`src/rtl/load_store_unit.sv`:
```
// rtl/load_store_unit.sv - Load/store unit turning B/H/W accesses into word-wide RAM cycles
// Sub-word stores are read-modify-write; faulted requests skip memory and go straight to RESP.
module load_store_unit #(
  parameter int dataW = 32,
  parameter int addrW = 16
) (
  input  logic             sysCLK,
  input  logic             resetN,
  input  logic             req,
  input  logic             we,
  input  logic [2:0]       funct3,
  input  logic [31:0]      byteAddr,
  input  logic [dataW-1:0] storeData,
  output logic             busy,
  output logic             done,
  output logic             fault,
  output logic [dataW-1:0] loadData,
  output logic [addrW-1:0] memAddr,
  output logic [dataW-1:0] memWData,
  output logic             memWE,
  input  logic [dataW-1:0] memRData
);

  localparam logic [2:0] F3_B  = 3'b000;
  localparam logic [2:0] F3_H  = 3'b001;
  localparam logic [2:0] F3_W  = 3'b010;
  localparam logic [2:0] F3_BU = 3'b100;
  localparam logic [2:0] F3_HU = 3'b101;

  typedef enum logic [2:0] {IDLE, ADDR, READ, WRITE, RESP} state_t;

  state_t           state_q, state_d;
  logic             we_q, we_d;
  logic [2:0]       f3_q, f3_d;
  logic [1:0]       off_q, off_d;
  logic [dataW-1:0] sdata_q, sdata_d;
  logic [addrW-1:0] waddr_q, waddr_d;
  logic             fault_q, fault_d;
  logic [dataW-1:0] merge_q, merge_d;
  logic [dataW-1:0] load_q, load_d;

  logic             req_fault;
  logic [7:0]       rd_byte;
  logic [15:0]      rd_half;
  logic [dataW-1:0] load_ext;
  logic [dataW-1:0] merged;
  logic             unused_addr_hi;

  assign unused_addr_hi = ^byteAddr[31:addrW+2];

  function automatic logic access_fault(input logic w, input logic [2:0] f3, input logic [1:0] off);
    logic f;
    case (f3)
      F3_B:         f = 1'b0;
      F3_BU:        f = w;
      F3_H:         f = off[0];
      F3_HU:        f = w | off[0];
      F3_W:         f = (off != 2'b00);
      default:      f = 1'b1;
    endcase
    return f;
  endfunction

  assign req_fault = access_fault(we, funct3, byteAddr[1:0]);

  // Little-endian lane extraction and merge against the word just read back.
  always_comb begin
    rd_byte  = memRData[{off_q, 3'b000} +: 8];
    rd_half  = memRData[{off_q[1], 4'b0000} +: 16];
    load_ext = memRData;
    case (f3_q)
      F3_B:    load_ext = {{24{rd_byte[7]}}, rd_byte};
      F3_H:    load_ext = {{16{rd_half[15]}}, rd_half};
      F3_BU:   load_ext = {24'd0, rd_byte};
      F3_HU:   load_ext = {16'd0, rd_half};
      default: load_ext = memRData;
    endcase
    merged = memRData;
    if (f3_q == F3_B) merged[{off_q, 3'b000} +: 8] = sdata_q[7:0];
    else              merged[{off_q[1], 4'b0000} +: 16] = sdata_q[15:0];
  end

  always_comb begin
    state_d = state_q;
    we_d    = we_q;
    f3_d    = f3_q;
    off_d   = off_q;
    sdata_d = sdata_q;
    waddr_d = waddr_q;
    fault_d = fault_q;
    merge_d = merge_q;
    load_d  = load_q;
    case (state_q)
      IDLE: begin
        if (req) begin
          we_d    = we;
          f3_d    = funct3;
          off_d   = byteAddr[1:0];
          sdata_d = storeData;
          waddr_d = byteAddr[addrW+1:2];
          fault_d = req_fault;
          state_d = req_fault ? RESP : ADDR;
        end
      end
      ADDR:  state_d = (we_q && f3_q == F3_W) ? RESP : READ;
      READ: begin
        if (!we_q) begin
          load_d  = load_ext;
          state_d = RESP;
        end else begin
          merge_d = merged;
          state_d = WRITE;
        end
      end
      WRITE:   state_d = RESP;
      RESP:    state_d = IDLE;
      default: state_d = IDLE;
    endcase
  end

  always_ff @(posedge sysCLK or negedge resetN) begin
    if (!resetN) begin
      state_q <= IDLE;
      we_q    <= 1'b0;
      f3_q    <= 3'b000;
      off_q   <= 2'b00;
      sdata_q <= '0;
      waddr_q <= '0;
      fault_q <= 1'b0;
      merge_q <= '0;
      load_q  <= '0;
    end else begin
      state_q <= state_d;
      we_q    <= we_d;
      f3_q    <= f3_d;
      off_q   <= off_d;
      sdata_q <= sdata_d;
      waddr_q <= waddr_d;
      fault_q <= fault_d;
      merge_q <= merge_d;
      load_q  <= load_d;
    end
  end

  // Strobes decode from the registered state only.
  assign busy     = (state_q != IDLE);
  assign done     = (state_q == RESP);
  assign fault    = done & fault_q;
  assign memWE    = (state_q == WRITE) | ((state_q == ADDR) & we_q & (f3_q == F3_W));
  assign memWData = (state_q == WRITE) ? merge_q : sdata_q;
  assign memAddr  = waddr_q;
  assign loadData = load_q;

endmodule
```
`config.mk`:
```
export PLATFORM = sky130hd
export DESIGN_NAME = load_store_unit
export DESIGN_NICKNAME = d
export VERILOG_FILES = /design/src/rtl/load_store_unit.sv
export SDC_FILE = /design/constraint.sdc
export NUM_CORES = 1
export LEC_CHECK = 0
export BUFFER_PORTS_ARGS = -buffer_cell sky130_fd_sc_hd__buf_4
export CAP_MARGIN = 20
export CORE_ASPECT_RATIO = 1.75
export CORE_MARGIN = 2
export CORE_UTILIZATION = 45
export DETAILED_ROUTE_END_ITERATION = 10
export GPL_TIMING_DRIVEN = 0
export PLACE_DENSITY = 0.71
export SYNTH_ARGS = -nofsm -noshare
export SYNTH_HDL_FRONTEND = slang
export SYNTH_SLANG_ARGS = --single-unit
```
`constraint.sdc`:
```
create_clock -name sysCLK -period 2.8 [get_ports sysCLK]
set_input_delay 0.28 -clock sysCLK [delete_from_list [all_inputs] [get_ports sysCLK]]
set_output_delay 0.28 -clock sysCLK [all_outputs]
set_load 0.005 [all_outputs]
```
==> results.cfg <==
[worst_setup_path]
start_kind = flop
timing.rr.start = off_q[1]
reg2reg_to = merge_q[21]
cp_max_fo = 15
worst_setup_path_end_kind = flop
cp.arrival_ns = 2.98
crit_type = flop to flop
r2r_slack_ns = 0.18
critPathRequiredTime_ns = 3.15
reg2reg_depth = 7

[detailed_routing]
num_vias = 6185
drt_pass1_iterations = 5
vias_per_cell = 5.67
wl_um = 21700
route.detailed.drc = 0
wl_per_cell_um = 19.9
ant_nets = 0
drtIter0Drc = 421

[clocking]
root_buffer = clkbuf_16
cts_buffers = 17
clk_pin_slew_ns = 0.06
htreeDepth = 4
clock_latency_ns = 0.42
cts.sinks = 122
cts_tree = yes
clock_path_buffers = 2

[worst_hold_path]
hold_path_end = sdata_q[29]
holdCritPathClass = input port to flop
min-delay-start = storeData[29]
hold_path_depth = 3

[power]
ir_worst_vdd_mv = 0.731
clkPwrFrac_pct = 22.3
p_sw_share_pct = 39.1
total_power_w = 0.0105
combPwrFrac_pct = 47.3
power_leakage_nw = 4.26
power.switching_w = 0.00413
p_int_w = 0.00642
seqPwrFrac_pct = 30.4
p_per_area_mw_per_mm2 = 1200

[placement]
place.gp.congestion = 0.963
place_inst = 1058
io_buffer_count = 172
placed_area_mm2 = 0.00812
dp_hpwl_um = 16300
pre_cts_ws_ns = 0.0123

[layout]
fin_cells = 1091
diodes = 0
syn_to_final_growth_pct = 33.4
fin_area_mm2 = 0.00877
drive_above_1_share_pct = 30.5
regArea_mm2 = 0.00305
multi_input_area_mm2 = 0.00323
fill_cells = 1254
final_nets = 1006

[job]
drv_cap = 0

[logic_synthesis]
ys_ff_latch = 122
synth_area_mm2 = 0.00658
synth_edf_count = 0
yosysUniqueCellTypes = 44
ys_seq_area_share_pct = 46.4
syn_avg_cell_area_um2 = 9.33
ys.flop_type = dfrtp_1
synthArstFlopShare_pct = 100
netlist_instances = 705
syn_nets = 813
synth_warnings = 0

[global_routing]
antenna_found_initial = 0
grt_overflow = 0
gr-usage-all-layers_pct = 28.4
first_global_vias = 6230
grt_pass1_wl_um = 33400
grt_start_max_net_pins = 75

[timing]
hold_viol_final = 0
setup_tns_ns = 0
rsz0062_at_grt = false
worst_pin_slew_ns = 0.583
period_needed_ns = 2.62
fin_skew_ns = 0.00552
setup_viol = 0
slew_viol_final = 0
fmax_mhz = 381
layout_setup_ws_ns = 0.178
slew_headroom_pct = 61.1
fin_crit_sh_pct = 93.7

[floorplan]
initial_core_util_pct = 46.0
fp.dieH_um = 164
num_rows = 58
pin_count = 187
dieArea_mm2 = 0.0156
core-area_mm2 = 0.0143
die_w_um = 95.4

[run_status]
outcome = finished clean
[cells by family (layout without fill, tap and decap cells)]
group	count (synthesis)	in the layout	synth area share [%]
AOI/OAI and AO/OA	170	170	19.8
adders and majority gates	5	5	0.951
buffers and inverters	68	274	4.55
DFF	122	122	46.4
muxes	67	67	10.9
and+or+nand+nor	273	273	17.5
[placed cells by master (no fill, tap or decap), drive strengths merged, types with 2 or more instances in the layout]
cell type,synthesis,routed
a22o,39,39
bufinv,0,4
nor2,43,43
inv,6,8
nand3,7,7
nand2b,2,2
a221oi,9,9
clkbuf,24,42
ha,5,5
dfrtp,122,122
nand2,199,199
nor2b,5,5
mux2,35,35
clkinvlp,0,4
a221o,32,32
a21oi,46,46
nor3,6,6
buf,36,210
and2,2,2
o21ai,5,5
o21bai,6,6
clkinv,2,5
a31oi,18,18
a32o,6,6
nand3b,2,2
mux2i,32,32
o31a,2,2
[worst max-delay path, stage by stage, from the launching register on]
cell,delay [ns]
dfrtp_1,0.47
buf_2,0.30
clkinvlp_4,0.32
ha_1,0.54
nand2_1,0.10
nor3_2,0.44
a221o_1,0.26
a22o_1,0.12
[area by class of cell]
class                           count  share of cell area [%]
Sequential cell                   122                    34.8
Clock inverter                     13                    2.18
Clock buffer                       19                    4.94
Buffer                             59                    3.02
Inverter                            8                   0.385
Timing Repair Buffer              175                    15.3
Multi-Input combinational cell    515                    36.8
Tap cell                          180                    2.57
[how the worst max path moves through the flow]
stage / endpoint / slack [ns] / cells after the start / startpoint
floorplan: merge_q[3] / 0.58 / 8 / off_q[1]
global placement: merge_q[3] / 0.02 / 8 / off_q[1]
detailed placement: merge_q[3] / 0.01 / 8 / off_q[1]
CTS: merge_q[3] / 0.19 / 7 / off_q[1]
global route: merge_q[21] / 0.01 / 7 / off_q[1]
finish: merge_q[21] / 0.18 / 7 / off_q[1]
[cells in the mapped netlist (all sizes together), types with 6 or more instances]
cell type / n / area [um^2]
a221o: 32 / 320
clkbuf: 24 / 90.1
mux2i: 32 / 320
a31oi: 18 / 119
a32o: 6 / 60.1
a22o: 39 / 342
a21oi: 46 / 230
nor3: 6 / 40.0
nand3: 7 / 35.0
mux2: 35 / 394
buf: 36 / 179
inv: 6 / 22.5
a221oi: 9 / 78.8
nand2: 199 / 747
dfrtp: 122 / 3050
o21bai: 6 / 45.0
nor2: 43 / 161
[per-layer routing]
metal	routed length (um)	global-route usage, %	share of wire, %
met2	11200	48.8	52
met4	1320	17.8	6.1
met1	7770	32.2	36
met5	0	0	0
met3	1390	4.82	6.4
[through the flow]
stage               util [%]  hold WS, ns
detailed placement      56.8        0.251
global placement        56.6        0.454
CTS                     61.2       0.0385
global route            61.4       0.0373
floorplan                  -      -0.0156
finish                  61.4       0.0471
[what timing repair did]
item	in CTS	in global routing
resized for setup	0	2
endpoints found under the hold margin	48	0
endpoints found under the setup margin	1	1
hold buffers	1	0
pin swaps	0	1
setup buffers	0	1
[power groups by stage]
stage | sequential, W | combinational, W | clock (W)
4_1_cts | 0.00320 | 0.00496 | 0.00238
2_1_floorplan | 0.00306 | 0.00300 | 0
6_report | 0.00321 | 0.00499 | 0.00235
3_5_place_dp | 0.00322 | 0.00494 | 0
3_3_place_gp | 0.00320 | 0.00487 | 0
5_1_grt | 0.00330 | 0.00548 | 0.00245
[flip-flops by register name, summed over array words and instances, names as in the netlist]
name,count
memAddr,16
state_q,3
loadData,32
we_q,1
sdata_q,32
f3_q,3
fault_q,1
merge_q,32
off_q,2
No activity file was read; power rests on OpenSTA's default activity.
